`src/rtl/mem_ctrl_if.sv`:
```
// Requester and RAM-side signals of the byte-wide memory controller.
// Handshake: a requester holds its request (if_req, or memctl_op != NOP) stable
// until its one-cycle fin pulse, then drops or changes it on that same edge.
interface mem_ctrl_if #(
  parameter int ADDR_W = 32
);
  logic              if_req;
  logic [ADDR_W-1:0] if_addr;
  logic              if_fin;
  logic [31:0]       if_data;
  logic [1:0]        memctl_op;
  logic [1:0]        memctl_len;
  logic [ADDR_W-1:0] memctl_addr;
  logic [31:0]       memctl_data;
  logic              memctl_fin;
  logic [31:0]       memctl_out;
  logic [ADDR_W-1:0] ram_a;
  logic [7:0]        ram_dout;
  logic              ram_wr;
  logic [7:0]        ram_din;

  modport master (
    output if_req, if_addr, memctl_op, memctl_len, memctl_addr, memctl_data, ram_din,
    input  if_fin, if_data, memctl_fin, memctl_out, ram_a, ram_dout, ram_wr
  );

  modport slave (
    input  if_req, if_addr, memctl_op, memctl_len, memctl_addr, memctl_data, ram_din,
    output if_fin, if_data, memctl_fin, memctl_out, ram_a, ram_dout, ram_wr
  );
endinterface

```
`src/rtl/mem_ctrl.sv`:
```
// Arbiter/sequencer splitting IF and MEM requests into serial byte RAM accesses.
// Optional MEMCTL_RR_EN: round-robin arbitration instead of fixed MEM-over-IF.
module mem_ctrl #(
  parameter int ADDR_W = 32,
  parameter int RD_LAT = 1
) (
  input  logic       clk_in,
  input  logic       rst_in,
  input  logic       rdy_in,
  mem_ctrl_if.slave  bus,
  output logic [1:0] dbg_state
);
  localparam logic [1:0] OP_LOAD = 2'd1;
  localparam logic [1:0] OP_SAVE = 2'd2;
  localparam logic [2:0] LAT3    = 3'(RD_LAT);

  typedef enum logic [1:0] {S_IDLE, S_RD, S_WR, S_DONE} state_t;

  state_t            state;
  logic              owner_mem;
  logic [ADDR_W-1:0] addr;
  logic [2:0]        n;
  logic [2:0]        i;
  logic [31:0]       wdata;
  logic [31:0]       rbuf;
  logic [31:0]       rbuf_cap;
  logic [7:0]        din_hold;
  logic              rdy_q;
  logic              if_fin_q, memctl_fin_q, wr_q;
  logic [31:0]       if_data_q, memctl_out_q;
  logic [ADDR_W-1:0] ram_a_q;
  logic [7:0]        ram_dout_q;

  logic              mem_pend, grant_mem, any_req;
  logic [2:0]        req_n, i_nx;
  logic [1:0]        cap_idx;
  logic [ADDR_W-1:0] req_addr;
  logic [7:0]        din_eff, wbyte;

  assign mem_pend = ((bus.memctl_op == OP_LOAD) || (bus.memctl_op == OP_SAVE)) &&
                    (bus.memctl_len != 2'd3);
  assign any_req  = mem_pend || bus.if_req;

`ifdef MEMCTL_RR_EN
  logic last_if;
  assign grant_mem = mem_pend && (!bus.if_req || last_if);
`else
  assign grant_mem = mem_pend;
`endif

  assign req_addr = grant_mem ? bus.memctl_addr : bus.if_addr;
  assign i_nx     = i + 3'd1;
  assign cap_idx  = 2'(i - LAT3);
  assign wbyte    = wdata[{i_nx[1:0], 3'b000} +: 8];

  // The RAM keeps reading while frozen, so the byte that was due at the first
  // frozen edge is parked in din_hold and used on the first edge after resuming.
  assign din_eff  = rdy_q ? bus.ram_din : din_hold;

  always_comb begin
    req_n = 3'd4;
    if (grant_mem) begin
      case (bus.memctl_len)
        2'd0:    req_n = 3'd1;
        2'd1:    req_n = 3'd2;
        default: req_n = 3'd4;
      endcase
    end
  end

  always_comb begin
    rbuf_cap = rbuf;
    rbuf_cap[{cap_idx, 3'b000} +: 8] = din_eff;
  end

  always_ff @(posedge clk_in) begin
    if (rst_in) begin
      state        <= S_IDLE;
      owner_mem    <= 1'b0;
      addr         <= '0;
      n            <= 3'd0;
      i            <= 3'd0;
      wdata        <= 32'h0;
      rbuf         <= 32'h0;
      din_hold     <= 8'h0;
      rdy_q        <= 1'b1;
      if_fin_q     <= 1'b0;
      memctl_fin_q <= 1'b0;
      wr_q         <= 1'b0;
      if_data_q    <= 32'h0;
      memctl_out_q <= 32'h0;
      ram_a_q      <= '0;
      ram_dout_q   <= 8'h0;
`ifdef MEMCTL_RR_EN
      last_if      <= 1'b1;
`endif
    end else begin
      rdy_q <= rdy_in;
      if (rdy_q && !rdy_in) din_hold <= bus.ram_din;
      if (rdy_in) begin
        case (state)
          S_IDLE: begin
            if (any_req) begin
              owner_mem <= grant_mem;
              addr      <= req_addr;
              n         <= req_n;
              i         <= 3'd0;
              wdata     <= bus.memctl_data;
              rbuf      <= 32'h0;
              ram_a_q   <= req_addr;
`ifdef MEMCTL_RR_EN
              last_if   <= !grant_mem;
`endif
              if (grant_mem && (bus.memctl_op == OP_SAVE)) begin
                ram_dout_q <= bus.memctl_data[7:0];
                wr_q       <= 1'b1;
                state      <= S_WR;
              end else begin
                state      <= S_RD;
              end
            end
          end
          S_RD: begin
            if (i >= LAT3) rbuf <= rbuf_cap;
            if ((i >= LAT3) && (i == n + LAT3 - 3'd1)) begin
              state <= S_DONE;
              if (owner_mem) begin
                memctl_fin_q <= 1'b1;
                memctl_out_q <= rbuf_cap;
              end else begin
                if_fin_q  <= 1'b1;
                if_data_q <= rbuf_cap;
              end
            end else begin
              i <= i_nx;
              if (i_nx < n) ram_a_q <= addr + ADDR_W'(i_nx);
            end
          end
          S_WR: begin
            if (i_nx < n) begin
              i          <= i_nx;
              ram_a_q    <= addr + ADDR_W'(i_nx);
              ram_dout_q <= wbyte;
              wr_q       <= 1'b1;
            end else begin
              wr_q         <= 1'b0;
              memctl_fin_q <= 1'b1;
              state        <= S_DONE;
            end
          end
          default: begin
            if_fin_q     <= 1'b0;
            memctl_fin_q <= 1'b0;
            wr_q         <= 1'b0;
            state        <= S_IDLE;
          end
        endcase
      end
    end
  end

  assign bus.if_fin     = if_fin_q;
  assign bus.if_data    = if_data_q;
  assign bus.memctl_fin = memctl_fin_q;
  assign bus.memctl_out = memctl_out_q;
  assign bus.ram_a      = ram_a_q;
  assign bus.ram_dout   = ram_dout_q;
  assign bus.ram_wr     = wr_q & rdy_in;
  assign dbg_state      = state;
endmodule

```
`src/flat_wrapper.sv`:
```
// flat-port wrapper written by rule: the top's interface ports become plain ports
module mem_ctrl_flat 
#(
  parameter int ADDR_W = 32,
  parameter int RD_LAT = 1
)
  (clk_in, rst_in, rdy_in, dbg_state, bus_if_req, bus_if_addr, bus_memctl_op, bus_memctl_len, bus_memctl_addr, bus_memctl_data, bus_ram_din, bus_if_fin, bus_if_data, bus_memctl_fin, bus_memctl_out, bus_ram_a, bus_ram_dout, bus_ram_wr);
  mem_ctrl_if #(.ADDR_W(ADDR_W)) bus_i ();
  input  logic clk_in;
  input  logic rst_in;
  input  logic rdy_in;
  output logic [1:0] dbg_state;
  input wire logic [$bits(bus_i.if_req)-1:0] bus_if_req;
  input wire logic [$bits(bus_i.if_addr)-1:0] bus_if_addr;
  input wire logic [$bits(bus_i.memctl_op)-1:0] bus_memctl_op;
  input wire logic [$bits(bus_i.memctl_len)-1:0] bus_memctl_len;
  input wire logic [$bits(bus_i.memctl_addr)-1:0] bus_memctl_addr;
  input wire logic [$bits(bus_i.memctl_data)-1:0] bus_memctl_data;
  input wire logic [$bits(bus_i.ram_din)-1:0] bus_ram_din;
  output wire logic [$bits(bus_i.if_fin)-1:0] bus_if_fin;
  output wire logic [$bits(bus_i.if_data)-1:0] bus_if_data;
  output wire logic [$bits(bus_i.memctl_fin)-1:0] bus_memctl_fin;
  output wire logic [$bits(bus_i.memctl_out)-1:0] bus_memctl_out;
  output wire logic [$bits(bus_i.ram_a)-1:0] bus_ram_a;
  output wire logic [$bits(bus_i.ram_dout)-1:0] bus_ram_dout;
  output wire logic [$bits(bus_i.ram_wr)-1:0] bus_ram_wr;
  assign bus_i.if_req = bus_if_req;
  assign bus_i.if_addr = bus_if_addr;
  assign bus_i.memctl_op = bus_memctl_op;
  assign bus_i.memctl_len = bus_memctl_len;
  assign bus_i.memctl_addr = bus_memctl_addr;
  assign bus_i.memctl_data = bus_memctl_data;
  assign bus_i.ram_din = bus_ram_din;
  assign bus_if_fin = bus_i.if_fin;
  assign bus_if_data = bus_i.if_data;
  assign bus_memctl_fin = bus_i.memctl_fin;
  assign bus_memctl_out = bus_i.memctl_out;
  assign bus_ram_a = bus_i.ram_a;
  assign bus_ram_dout = bus_i.ram_dout;
  assign bus_ram_wr = bus_i.ram_wr;
  mem_ctrl #(.ADDR_W(ADDR_W), .RD_LAT(RD_LAT)) u_core (.clk_in(clk_in), .rst_in(rst_in), .rdy_in(rdy_in), .bus(bus_i), .dbg_state(dbg_state));
endmodule
```
`config.mk`:
```
export PLATFORM = sky130hd
export DESIGN_NAME = mem_ctrl_flat
export DESIGN_NICKNAME = d
export VERILOG_FILES = /design/src/rtl/mem_ctrl_if.sv /design/src/rtl/mem_ctrl.sv /design/src/flat_wrapper.sv
export SDC_FILE = /design/constraint.sdc
export NUM_CORES = 1
export LEC_CHECK = 0
export CAP_MARGIN = 20
export CORE_MARGIN = 1.5
export CORE_UTILIZATION = 35
export CTS_CLUSTER_DIAMETER = 60
export DETAILED_ROUTE_END_ITERATION = 16
export HOLD_SLACK_MARGIN = 0.1
export PLACE_DENSITY = 0.68
export SYNTH_ARGS = -nofsm -noshare
export SYNTH_HDL_FRONTEND = slang
export SYNTH_SLANG_ARGS = --single-unit
```
`constraint.sdc`:
```
create_clock -name clk_in -period 3.25 [get_ports clk_in]
set_input_delay 0.8125 -clock clk_in [delete_from_list [all_inputs] [get_ports clk_in]]
set_output_delay 0.8125 -clock clk_in [all_outputs]
set_load 0.05 [all_outputs]
```
==> key figures, run 1 <==
Yosys
  • Count of cell types in the netlist: 55
  • Flip-flop cell with the highest count after synthesis: dfxtp_1
  • Syn. warnings: 0
  • Average size of a mapped cell: 8.44 um^2
  • Net count of the mapped netlist: 1339
  • Fraction of registers with async set or reset after synthesis: 0%
  • Synth Register Bits: 221
  • Sequential share of the synthesized area: 43.3%
  • Cells after synthesis: 1210
  • Netlist area before placement: 0.0102 mm^2
  • Post-synth EDFFs: 0

Global routing
  • Total grt overflow: 0
  • Vias in the first global route: 8636
  • Wire length of the first global-routing pass: 45.7 mm
  • Largest net degree at the start of global routing: 168
  • Total global routing track utilization: 18.4%
  • Antenna violations before repair: 0

Power and ir drop
  • Static leakage: 5.06 nW
  • Tot Pwr: 8.56 mW
  • Power density over the cells: 616 mW/mm^2
  • Max rail drop VDD: 0.396 mV

Final layout
  • Fraction of layout cells with a size suffix above 1: 8.38%
  • Final-stage net count: 1541
  • Commonest non-fill, non-tap cells in the layout: dfxtp_1 (221), clkdlybuf4s50_1 (218), nor2_1 (212), nand2_1 (126), a21oi_1 (102)
  • Post-layout instance count excluding filler cells: 1816
  • Area added between synthesis and finish: 36.1%
  • Fill cell instance count of the final layout: 2766
  • Most frequent standard cell in the layout excluding fill and tap cells: dfxtp_1
  • Ant. Diodes: 0
  • Post-route cell area: 0.0139 mm^2
  • Post-route core utilization: 48.4%

Worst setup path
  • Max stage delay on crit path: 0.41 ns
  • Start-to-end type of the worst setup path: flip-flop to flip-flop
  • Crit-path max FO: 30
  • Arrival time at the worst endpoint: 3.33 ns
  • Kind of end point of the critical path: flip-flop
  • Worst reg2reg startpoint: u_core.i[0]
  • Cell chain of the critical path: inv_1 > ha_1 > buf_4 > ha_1 > nor2b_1 > o21ai_0 > nand2b_1 > a211o_1 > buf_12 > a211o_1 > a21oi_1
  • Data required, critical path: 3.71 ns
  • Type of origin of the critical path: flip-flop
  • Logic depth of the worst register-to-register path: 11
  • Worst R2R Setup Slack: 0.38 ns
  • Count of buffer and inverter cells on the critical path: 3
  • Critical path's slowest cell: a211o_1
  • Worst reg2reg endpoint: u_core.bus.ram_a[27]
  • Critical path's top delay family: compound AO/OA/AOI/OAI gates

Drt
  • Mean routed wirelength per cell: 15.6 um
  • Residual DRC: 0
  • Total number of vias: 9238
  • First-pass detailed-route iteration total: 5
  • Routed wire length: 28.3 mm
  • Iteration-0 DRC count of the detailed router: 503
  • Number of nets still failing antenna checks after routing: 0
  • Via density per instance: 5.09

STA
  • Final critical-path required period: 2.87 ns
  • Worst-margin pin slew: 0.838 ns
  • Final count of negative-setup-slack endpoints: 0
  • Fin. Hold Viols: 0
  • Worst setup margin: 0.381 ns
  • Layout Skew: 0.0184 ns
  • Setup repair after global routing missed its margin: no
  • Share of the clock period used by the worst path: 88.3%
  • Max-slew headroom at the worst pin: 44.1%
  • Number of pins exceeding their max-slew limit in the final report: 0
  • Post-Route Hold Slack: 0.451 ns
  • Maximum frequency from static timing analysis: 349 MHz
  • Setup TNS: 0 ns

Placed design
  • Port-buffer cells: 220
  • Weighted congestion reported at the end of routability-driven placement: 0.821
  • Setup WS pre-CTS: 0.0685 ns
  • Total placed instance area: 0.0130 mm^2
  • Number of cells in the design after placement: 1768
  • Estimated wirelength of the detail-placed design: 19.9 mm

Clock tree
  • Total setup buffers inserted after CTS: 0
  • Clock transition at the register clock pins on the worst setup and hold paths after CTS: 0.06 ns
  • Hold buffers post-CTS: 0
  • CTS Sinks: 221
  • Clock latency of the later-clocked register in the worst-skew pair: 0.53 ns
  • Clock root buffer: clkbuf_16
  • H-tree depth reported by CTS: 1
  • TritonCTS clock tree: built
  • Post-CTS Resized: 0
  • Number of buffers created by CTS: 26
  • Number of buffers on the longest clock path: 3

Floorplanning
  • Total I/O pin count: 221
  • Floorplan die area: 0.0302 mm^2
  • Number of standard-cell rows in the floorplan: 62
  • Die outline height: 174 um
  • Die span in x: 174 um
  • Area of the core: 0.0287 mm^2
  • Initial core utilization: 35.6%

Min path
  • Worst hold path class: flip-flop to flip-flop
  • Endpoint, Worst Hold: u_core.rbuf[1]
  • Hold path startpoint: u_core.rbuf[1]
  • Cell count of the worst hold path: 2

Status
  • Result of the run: finished clean

Flow run
  • Max Cap Viol: 0
[synth_stat cells, types with 6 or more instances]
cell      instances  area, um^2
a211o_1           9        78.8
a211oi_1         93         698
a21oi_1         103         515
a22oi_1          24         180
and2_1            7        43.8
and3_1           13        81.3
buf_2            21         105
clkbuf_1         59         221
dfxtp_1         221        4420
ha_1             16         200
inv_1            26        97.6
mux2i_1          66         661
mux4_2            8         180
nand2_1         126         473
nand3_1          21         105
nand3b_1          7        52.6
nand4_1          18         113
nor2_1          212         796
nor2b_1          27         169
nor3_1           24         120
nor4_1            6        37.5
o211ai_1         16         120
o22ai_1           8        50.1
xnor2_1          10        87.6
xor2_1           16         140
[power breakdown]
group	switching [mW]	internal [mW]
registers	0.188	2.95
logic	1.46	0.898
clock network	1.17	1.90
total	2.82	5.74
[worst max path at each step]
stage | from | end | cells after the start
floorplan | u_core.i[0] | u_core.bus.ram_a[30] | 10
global placement | bus_memctl_op[0] | u_core.bus.ram_a[27] | 10
detailed placement | bus_memctl_op[0] | u_core.bus.ram_a[27] | 10
CTS | u_core.i[0] | u_core.bus.ram_a[25] | 10
global route | u_core.i[0] | u_core.bus.ram_a[25] | 11
finish | u_core.i[0] | u_core.bus.ram_a[27] | 11
[tightest hold or removal path, cell delays in order, from the launching register on]
cell and delay [ns]:
dfxtp_1 0.30, nand2_1 0.05, a21oi_1 0.05
[kinds of logic (layout without fill, tap and decap cells)]
group	count (synthesis)	in the layout	synth area share (%)
fa+ha+maj	17	17	2.16
mux	77	77	8.56
flops	221	221	43.3
compound gates	273	273	17.9
simple gates	478	478	20.9
xor+xnor	26	26	2.23
buf+inv	118	340	4.92
[layout make-up]
type,instances,area [um^2],share of cell area (%)
Clock buffer,37,773,5.56
Clock inverter,11,143,1.03
Inverter,26,97.6,0.702
Multi-Input combinational cell,871,5310,38.2
Sequential cell,221,4420,31.8
Tap cell,384,480,3.46
Timing Repair Buffer,266,2670,19.2
[routing by layer]
| layer | track usage (%) | part of all wire (%) |
|---|---|---|
| met1 | 24.7 | 46 |
| met2 | 29.9 | 46 |
| met3 | 3.40 | 5.7 |
| met4 | 5.50 | 2.5 |
| met5 | 0 | 0 |
[state kept, by name (all words and copies together), names as in the netlist, 2 cells and up]
signal                 flops
u_core.bus.ram_dout        8
u_core.dbg_state           2
u_core.bus.ram_a          32
u_core.bus.memctl_out     32
u_core.n                   3
u_core.din_hold            8
u_core.rbuf               32
u_core.bus.if_data        32
u_core.i                   3
u_core.wdata              32
u_core.addr               32
(Power assumes the default switching activity.)
==> run 2: changes to the inputs <==
- PLACE_DENSITY: 0.68 -> default
==> run 2 against run 1 <==
Compared with the run above:
- count of clock-buffer cells in the layout is 2 higher
- highest routed layer unchanged
- clock skew is 0.0015 ns lower
- largest cell class unchanged
- register-to-register slack worse by 0.11 ns
==> key figures, run 2 (synthesized netlist as in run 1, its figures left out) <==
Global routing
  • Wire length of the first global-routing pass: 45.7 mm
  • Total global routing track utilization: 18.4%
  • Total grt overflow: 0
  • Antenna violations before repair: 0
  • Vias in the first global route: 8565
  • Largest net degree at the start of global routing: 107

Worst setup path
  • Worst R2R Setup Slack: 0.28 ns
  • Critical path's top delay family: simple AND/OR/NAND/NOR gates
  • Cell type with the highest occurrence count on the critical path: inv_1
  • Logic depth of the worst register-to-register path: 10
  • Data required, critical path: 3.64 ns
  • Worst reg2reg endpoint: u_core.bus.ram_a[30]
  • Critical path's slowest cell: nor4b_2
  • Kind of end point of the critical path: flip-flop
  • Max stage delay on crit path: 0.48 ns
  • Crit-path max FO: 6
  • Arrival time at the worst endpoint: 3.36 ns
  • Total number of cells along the worst setup path: 10
  • Start-to-end type of the worst setup path: flip-flop to flip-flop
  • Count of buffer and inverter cells on the critical path: 2
  • Type of origin of the critical path: flip-flop
  • Cell chain of the critical path: inv_1 > ha_1 > inv_1 > fa_1 > nor2b_1 > o2111ai_2 > nor4b_2 > mux2_2 > nand3_1 > a21oi_1
  • Worst reg2reg startpoint: u_core.i[1]

Clock tree
  • Total setup buffers inserted after CTS: 0
  • Clock latency of the later-clocked register in the worst-skew pair: 0.52 ns
  • Clock root buffer: clkbuf_16
  • Number of buffers on the longest clock path: 3
  • H-tree depth reported by CTS: 1
  • CTS Sinks: 221
  • Clock transition at the register clock pins on the worst setup and hold paths after CTS: 0.06 ns
  • Number of buffers created by CTS: 27
  • TritonCTS clock tree: built

Floorplanning
  • Number of standard-cell rows in the floorplan: 62
  • Initial core utilization: 35.6%
  • Area of the core: 0.0287 mm^2
  • Die outline height: 174 um
  • Floorplan die area: 0.0302 mm^2
  • Die span in x: 174 um
  • Total I/O pin count: 221

STA
  • Final critical-path required period: 2.97 ns
  • Setup repair after global routing missed its margin: no
  • Layout Skew: 0.0168 ns
  • Final count of negative-setup-slack endpoints: 0
  • Share of the clock period used by the worst path: 91.5%
  • Max-slew headroom at the worst pin: 54.0%
  • Worst setup margin: 0.275 ns
  • Number of pins exceeding their max-slew limit in the final report: 0
  • Maximum frequency from static timing analysis: 336 MHz
  • Setup TNS: 0 ns
  • Post-Route Hold Slack: 0.451 ns
  • Worst-margin pin slew: 0.690 ns
  • Fin. Hold Viols: 0

Flow run
  • Max Cap Viol: 0

Drt
  • Iteration-0 DRC count of the detailed router: 598
  • Total number of vias: 9132
  • Mean routed wirelength per cell: 15.8 um
  • Routed wire length: 28.7 mm
  • Via density per instance: 5.05
  • Number of nets still failing antenna checks after routing: 0
  • First-pass detailed-route iteration total: 5
  • Residual DRC: 0

Placed design
  • Port-buffer cells: 220
  • Setup WS pre-CTS: 0.0373 ns
  • Estimated wirelength of the detail-placed design: 20.1 mm
  • Weighted congestion reported at the end of routability-driven placement: 0.767
  • Total placed instance area: 0.0129 mm^2

Power and ir drop
  • Power density over the cells: 610 mW/mm^2
  • Static leakage: 5.00 nW
  • Max rail drop VDD: 0.414 mV

Min path
  • Endpoint, Worst Hold: u_core.rbuf[6]
  • Cell count of the worst hold path: 2
  • Hold path startpoint: u_core.rbuf[6]
  • Worst hold path class: flip-flop to flip-flop

Final layout
  • Area added between synthesis and finish: 35.3%
  • Most frequent standard cell in the layout excluding fill and tap cells: dfxtp_1
  • Fraction of layout cells with a size suffix above 1: 7.65%
  • Commonest non-fill, non-tap cells in the layout: dfxtp_1 (221), clkdlybuf4s50_1 (218), nor2_1 (212), nand2_1 (126), a21oi_1 (102)
  • Post-route cell area: 0.0138 mm^2
  • Fill cell instance count of the final layout: 2840
  • Ant. Diodes: 0
  • Final-stage net count: 1534

Status
  • Result of the run: finished clean
run 2: cell types whose count changed in the layout (fill, tap and decap cells not counted):
cell	previous run	this run
buf_4	37	27
buf_12	10	11
bufinv_16	3	2
clkinv_2	5	3
buf_6	1	2
clkbuf_8	6	4
clkbuf_1	4	8
clkinv_4	0	2
run 2: routing by layer:
metal | part of all wire [%] | global-route usage [%]
met5 | 0 | 0
met1 | 46 | 24.9
met4 | 1.5 | 3.63
met2 | 47 | 30.8
met3 | 5.0 | 2.94
run 2: final cells by class:
type | count | area (um^2) | area share (%)
multi-input combinational | 871 | 5310 | 38.4
sequential | 221 | 4420 | 32.0
timing repair buffer | 258 | 2630 | 19.0
clock buffer | 39 | 761 | 5.50
tap | 384 | 480 | 3.48
clock inverter | 10 | 120 | 0.869
inverter | 26 | 97.6 | 0.706
run 2: how the worst max path moves through the flow:
stage,start,slack (ns),end
finish,u_core.i[1],0.28,u_core.bus.ram_a[30]
global route,u_core.i[1],0.05,u_core.bus.ram_a[27]
CTS,u_core.i[1],0.22,u_core.bus.ram_a[25]
detailed placement,bus_memctl_op[0],0.04,u_core.bus.ram_a[27]
global placement,bus_memctl_op[0],0.04,u_core.bus.ram_a[27]
floorplan,u_core.i[0],0.34,u_core.bus.ram_a[30]
run 2: metrics by stage:
stage | total power, mW | cells | util [%]
after detailed placement | 5.54 | 1760 | 45.1
after floorplan | 4.70 | 1210 | -
after CTS | 8.53 | 1809 | 48.1
after global routing | 8.85 | 1809 | 48.2
final | 8.43 | 1809 | 48.2
after global placement | 5.52 | 1760 | 45.1
run 2: worst register-to-register path: cells and delay by family, from the launching register on:
kind	cells	cell delay, ns
and+or+nand+nor	3	0.82
adders and majority gates	2	0.78
DFF	1	0.41
muxes	1	0.38
AOI/OAI and AO/OA	2	0.23
buffers and inverters	2	0.23
run 2: what timing repair did:
action / CTS / global route
gates resized for setup: 0 / 1
hold buffers: 0 / 0
endpoints found under the setup margin: 0 / 1
run 2: report_power, final:
part | switching (mW) | leakage [nW] | internal [mW]
Combinational | 1.45 | 2.77 | 0.889
Clock | 1.16 | 0.430 | 1.79
Sequential | 0.188 | 1.80 | 2.95
Total | 2.80 | 5.00 | 5.63
